==> config.mk <==
export PLATFORM = sky130hd
export DESIGN_NAME = cmn_sram_arbiter_1rw
export DESIGN_NICKNAME = d
export VERILOG_FILES = /design/src/rtl/cmn_sram_arb_pkg.sv /design/src/rtl/cmn_round_robin_arbiter.sv /design/src/rtl/cmn_sram_arbiter_1rw.sv
export SDC_FILE = /design/constraint.sdc
export NUM_CORES = 1
export LEC_CHECK = 0
export CAP_MARGIN = 40
export CORE_UTILIZATION = 41
export DETAILED_ROUTE_END_ITERATION = 10
export PLACE_DENSITY = 0.88
export RECOVER_POWER = 50
export REMOVE_ABC_BUFFERS = 1
export SLEW_MARGIN = 20
export SYNTH_ARGS = -nofsm -noshare
export SYNTH_HDL_FRONTEND = slang
export SYNTH_HIERARCHICAL = 1
export SYNTH_SLANG_ARGS = --single-unit
==> constraint.sdc <==
create_clock -name clk -period 5.3 [get_ports clk]
set_input_delay 0.53 -clock clk [delete_from_list [all_inputs] [get_ports clk]]
set_output_delay 0.53 -clock clk [all_outputs]
set_load 0.02 [all_outputs]
==> src/rtl/cmn_sram_arb_pkg.sv <==
// Shared types for the single-port SRAM arbiter: per-requester FSM state
// encoding and request-type constants.
package cmn_sram_arb_pkg;

    localparam int c_state_nbits = 2;

    typedef enum logic [c_state_nbits-1:0] {
        ST_IDLE   = 2'd0,
        ST_ISSUED = 2'd1,
        ST_RESP   = 2'd2
    } req_state_e;

    localparam logic REQ_READ  = 1'b0;
    localparam logic REQ_WRITE = 1'b1;

endpackage

==> src/rtl/cmn_round_robin_arbiter.sv <==
// Round-robin arbiter: one-hot grant to the first requester at or after the
// priority pointer; the pointer moves past the winner on every grant.
module cmn_round_robin_arbiter #(
    parameter int p_num_reqs = 2
) (
    input  logic                  clk,
    input  logic                  reset,
    input  logic                  en,
    input  logic [p_num_reqs-1:0] req,
    output logic [p_num_reqs-1:0] grant
);

    localparam int c_ptr_nbits = $clog2(p_num_reqs);

    logic [c_ptr_nbits-1:0] ptr_q;
    logic [c_ptr_nbits-1:0] ptr_d;
    logic [c_ptr_nbits-1:0] idx;
    logic                   found;

    always_ff @(posedge clk or posedge reset) begin
        if (reset) begin
            ptr_q <= '0;
        end else begin
            ptr_q <= ptr_d;
        end
    end

    // Scan from the pointer, wrapping at p_num_reqs (need not be a power of 2).
    always_comb begin
        grant = '0;
        ptr_d = ptr_q;
        found = 1'b0;
        idx   = '0;
        if (en) begin
            for (int k = 0; k < p_num_reqs; k++) begin
                if (int'(ptr_q) + k >= p_num_reqs) begin
                    idx = c_ptr_nbits'(int'(ptr_q) + k - p_num_reqs);
                end else begin
                    idx = c_ptr_nbits'(int'(ptr_q) + k);
                end
                if (!found && req[idx]) begin
                    found      = 1'b1;
                    grant[idx] = 1'b1;
                    ptr_d      = (int'(idx) == p_num_reqs - 1) ? '0 : idx + c_ptr_nbits'(1);
                end
            end
        end
    end

endmodule

==> src/rtl/cmn_sram_arbiter_1rw.sv <==
// Shares one 1RW synchronous SRAM between p_num_reqs val/rdy requesters with
// round-robin arbitration; one outstanding request and one response each.
//
// state     | meaning
// ----------+-------------------------------------------------------------
// ST_IDLE   | no outstanding request; eligible for a grant when req_val
// ST_ISSUED | SRAM accessed last cycle; read data captured this cycle
// ST_RESP   | resp_val high, resp_data held until resp_val && resp_rdy
module cmn_sram_arbiter_1rw
    import cmn_sram_arb_pkg::*;
#(
    parameter  int p_num_reqs    = 2,
    parameter  int p_data_nbits  = 32,
    parameter  int p_num_entries = 256,
    localparam int c_addr_nbits  = $clog2(p_num_entries),
    localparam int c_data_nbytes = (p_data_nbits + 7) / 8
) (
    input  logic                                     clk,
    input  logic                                     reset,

    input  logic [p_num_reqs-1:0]                    req_val,
    output logic [p_num_reqs-1:0]                    req_rdy,
    input  logic [p_num_reqs-1:0]                    req_wen,
    input  logic [p_num_reqs-1:0][c_addr_nbits-1:0]  req_addr,
    input  logic [p_num_reqs-1:0][c_data_nbytes-1:0] req_byte_en,
    input  logic [p_num_reqs-1:0][p_data_nbits-1:0]  req_data,

    output logic [p_num_reqs-1:0]                    resp_val,
    input  logic [p_num_reqs-1:0]                    resp_rdy,
    output logic [p_num_reqs-1:0][p_data_nbits-1:0]  resp_data,

    output logic                                     sram_read_en,
    output logic [c_addr_nbits-1:0]                  sram_read_addr,
    input  logic [p_data_nbits-1:0]                  sram_read_data,

    output logic                                     sram_write_en,
    output logic [c_data_nbytes-1:0]                 sram_write_byte_en,
    output logic [c_addr_nbits-1:0]                  sram_write_addr,
    output logic [p_data_nbits-1:0]                  sram_write_data
);

    localparam int c_sel_nbits = $clog2(p_num_reqs);

    req_state_e                           state_q [p_num_reqs];
    req_state_e                           state_d [p_num_reqs];
    logic [p_num_reqs-1:0]                wen_q;
    logic [p_num_reqs-1:0][p_data_nbits-1:0] resp_data_q;
    logic [p_num_reqs-1:0]                eligible;
    logic [p_num_reqs-1:0]                grant;
    logic [c_sel_nbits-1:0]               sel;
    logic                                 any_grant;

    // Gating with reset keeps req_rdy and the SRAM enables low while reset is held.
    cmn_round_robin_arbiter #(
        .p_num_reqs (p_num_reqs)
    ) u_arb (
        .clk   (clk),
        .reset (reset),
        .en    (~reset),
        .req   (eligible),
        .grant (grant)
    );

    always_ff @(posedge clk or posedge reset) begin
        if (reset) begin
            for (int i = 0; i < p_num_reqs; i++) begin
                state_q[i] <= ST_IDLE;
            end
        end else begin
            for (int i = 0; i < p_num_reqs; i++) begin
                state_q[i] <= state_d[i];
            end
        end
    end

    always_comb begin
        for (int i = 0; i < p_num_reqs; i++) begin
            state_d[i] = state_q[i];
            case (state_q[i])
                ST_IDLE:   if (grant[i])    state_d[i] = ST_ISSUED;
                ST_ISSUED:                  state_d[i] = ST_RESP;
                ST_RESP:   if (resp_rdy[i]) state_d[i] = ST_IDLE;
                default:                    state_d[i] = ST_IDLE;
            endcase
        end
    end

    always_comb begin
        eligible = '0;
        resp_val = '0;
        for (int i = 0; i < p_num_reqs; i++) begin
            eligible[i] = req_val[i] && (state_q[i] == ST_IDLE);
            resp_val[i] = (state_q[i] == ST_RESP);
        end
    end

    // The SRAM read data is valid in the ISSUED cycle only; capture it then.
    always_ff @(posedge clk or posedge reset) begin
        if (reset) begin
            wen_q       <= '0;
            resp_data_q <= '0;
        end else begin
            for (int i = 0; i < p_num_reqs; i++) begin
                if (grant[i]) begin
                    wen_q[i] <= req_wen[i];
                end
                if (state_q[i] == ST_ISSUED) begin
                    resp_data_q[i] <= (wen_q[i] == REQ_WRITE) ? '0 : sram_read_data;
                end
            end
        end
    end

    assign resp_data = resp_data_q;
    assign req_rdy   = grant;

    always_comb begin
        sel = '0;
        for (int i = 0; i < p_num_reqs; i++) begin
            if (grant[i]) begin
                sel = c_sel_nbits'(i);
            end
        end
    end

    assign any_grant          = |grant;
    assign sram_read_en       = any_grant && (req_wen[sel] == REQ_READ);
    assign sram_write_en      = any_grant && (req_wen[sel] == REQ_WRITE);
    assign sram_read_addr     = req_addr[sel];
    assign sram_write_addr    = req_addr[sel];
    assign sram_write_byte_en = req_byte_en[sel];
    assign sram_write_data    = req_data[sel];

endmodule

==> results.sh <==
export IMPL_peakVddDrop_mv=0.178
export IMPL_drc=0
export IMPL_critPathMaxFanout=27
export IMPL_synth_yosys_warnings=6
export IMPL_cts_tree="yes"
export IMPL_numClockSinks=71
export IMPL_worst_r2r_setup_slack_ns=2.36
export IMPL_cp_end_kind="output port"
export IMPL_crit_chain="clkdlybuf4s50_1 > nor3b_1 > nand2_1 > a21oi_4 > buf_4 > mux2_2 > clkdlybuf4s50_1"
export IMPL_worst_pin_slew_ns=2.34
export IMPL_via_per_inst=4.81
export IMPL_failed_checks="max-capacitance violations, max-slew violations"
export IMPL_crit_arrival_ns=3.44
export IMPL_critPathKind="input pin to output port"
export IMPL_mostFrequentLayoutCell="clkdlybuf4s50_1"
export IMPL_relSlewSlack=-0.562
export IMPL_grt_pass1_wl_um=18800
export IMPL_syn_avg_cell_area_um2=13.6
export IMPL_finalWorstSetupSlack_ns=1.33
export IMPL_p_comb_frac=0.536
export IMPL_leakagePower_uw=0.00275
export IMPL_switchingPower_uw=1180
export IMPL_die_x_um=102
export IMPL_drive_gt1_frac=0.149
export IMPL_grt_start_max_net_pins=44
export IMPL_die_area_mm2=0.0103
export IMPL_status="finished, violations left"
export IMPL_start_util=0.420
export IMPL_hold_ws_ns=0.481
export IMPL_p_clk_frac=0.154
export IMPL_yosysUniqueCellTypes=20
export IMPL_overflow=0
export IMPL_die_h_um=102
export IMPL_cts_setup_buffers=0
export IMPL_clk_pin_slew_ns=0.08
export IMPL_place_ws_ns=1.38
export IMPL_routedWlPerCell_um=18.5
export IMPL_port_buffers=249
export IMPL_final_core_util=0.675
export IMPL_cts_hold_fix_buffers=0
export IMPL_min_period_ns=3.97
export IMPL_path_delay_family="buffers and inverters"
export IMPL_setup_viol=0
export IMPL_cap_violations=3
export IMPL_ioPinCount=250
export IMPL_clockRootBuffer="clkbuf_8"
export IMPL_syn_area_mm2=0.00407
export IMPL_final_cell_mix="clkdlybuf4s50_1 (247), dfrtp_1 (70), nor2b_1 (56), mux2_2 (53), mux2_1 (48)"
export IMPL_clk_latency_ns=0.34
export IMPL_p_sw_frac=0.380
export IMPL_post_route_period_util=0.749
export IMPL_fin_nets=668
export IMPL_cts_resized=0
export IMPL_cts_buffers_inserted=9
export IMPL_slowest_stage="a21oi_4"
export IMPL_crit_top_cell="clkdlybuf4s50_1"
export IMPL_final_setup_skew_ns=0.00932
export IMPL_stdcell_area_mm2=0.00653
export IMPL_grt_pass1_vias=3535
export IMPL_power_frac_seq=0.310
export IMPL_start_kind="input pin"
export IMPL_drv_slew=102
export IMPL_path_buf_inv=3
export IMPL_ant_nets=0
export IMPL_critPathMaxStageDelay_ns=0.65
export IMPL_dr_total_vias=3268
export IMPL_place_gp_congestion=0.843
export IMPL_cts_max_level=3
export IMPL_place_area_mm2=0.00655
export IMPL_fmax_mhz=252
export IMPL_dr_pass1_iters=4
export IMPL_wl_um=12600
export IMPL_syn_to_final_growth_pct=60.5
export IMPL_hold_class="flop to flop"
export IMPL_crit_required_ns=4.77
export IMPL_coreArea_mm2=0.00968
export IMPL_first_iter_violations=103
export IMPL_antenna_found_initial=1
export IMPL_rows=36
export IMPL_grt_total_usage=0.243
export IMPL_dpl_hpwl_um=9850
export IMPL_cts_buffer_depth=2
export IMPL_ys_ff_latch=71
export IMPL_finalPower_uw=3110
export IMPL_p_int_uw=1930
export IMPL_rsz0062_at_grt="no"
export IMPL_syn_inst=300
export IMPL_power_density_mw_per_mm2=476
export IMPL_ys_seq_area_frac=0.436
export IMPL_hold_violations=0
==> cell usage after synthesis <==
master    count  share of area
a21oi_1       2         0.0025
and3_1        1         0.0015
o21ai_0       3         0.0037
mux2_4       58           0.21
buf_4        10          0.018
nor3b_1       4         0.0074
nor2b_4       2         0.0068
buf_12        6          0.030
buf_2         9          0.011
inv_1         7         0.0065
mux2i_1       1         0.0025
mux2_2       50           0.14
dfrtp_1      71           0.44
a21oi_2       1         0.0022
nand2_1       4         0.0037
nor2b_1      54          0.083
nand2b_1      1         0.0015
and2b_1      12          0.022
buf_6         2         0.0055
a21o_1        2         0.0037
==> worst paths after layout <==
check,from,to,depth (start not counted)
max in group asynchronous,reset,resp_data[27],4
min in group asynchronous,reset,u_arb/ptr_q,2
worst max register to register,state_q[0],resp_data[33],3
worst max-delay path,req_val[1],sram_read_addr[5],7
worst min register to register,state_q[2],state_q[2],1
worst min-delay path,state_q[2],state_q[2],1
==> state kept, by name, indices dropped and copies added (netlist names) <==
name         cells
state_q          4
resp_data       64
u_arb/ptr_q      1
wen_q            2
==> power by group through the flow <==
| stage | Combinational [uW] | Sequential (uW) | Clock [uW] |
|---|---|---|---|
| after global placement | 1820 | 973 | 0 |
| after CTS | 1870 | 980 | 493 |
| final | 1670 | 963 | 479 |
| after floorplan | 782 | 1210 | 0 |
| after global routing | 1770 | 994 | 517 |
| after detailed placement | 1870 | 983 | 0 |
==> stage by stage <==
step / instances / TNS [ns]
6_report: 679 / 0
5_1_grt: 679 / 0
4_1_cts: 678 / 0
3_5_place_dp: 662 / 0
3_3_place_gp: 661 / 0
2_1_floorplan: 273 / -36.39
==> cell families after synthesis <==
family | Yosys count | share of synthesized area
buffers and inverters | 34 | 0.0710
muxes | 109 | 0.355
DFF | 71 | 0.436
and+or+nand+nor | 78 | 0.126
AOI/OAI and AO/OA | 8 | 0.0120
==> worst reg2reg max path, cell delays in order (launching register included) <==
cell and delay, ns:
dfrtp_1 0.41, nor2b_1 0.69, clkbuf_1 1.28, mux2_2 0.45
==> per-layer routing <==
layer | share of wire | track usage
met2 | 0.53 | 0.438
met5 | 0 | 0
met3 | 0.070 | 0.0690
met4 | 0.041 | 0.125
met1 | 0.35 | 0.259
==> cell type report <==
cell class / count / area, um^2
sequential: 71 / 1780
antenna: 1 / 2.50
clock inverter: 6 / 92.6
tap: 133 / 166
timing repair buffer: 256 / 2530
fill: 756 / 3150
inverter: 7 / 26.3
clock buffer: 10 / 128
multi-input combinational: 195 / 1810
Power figures use the tool's default switching activity.
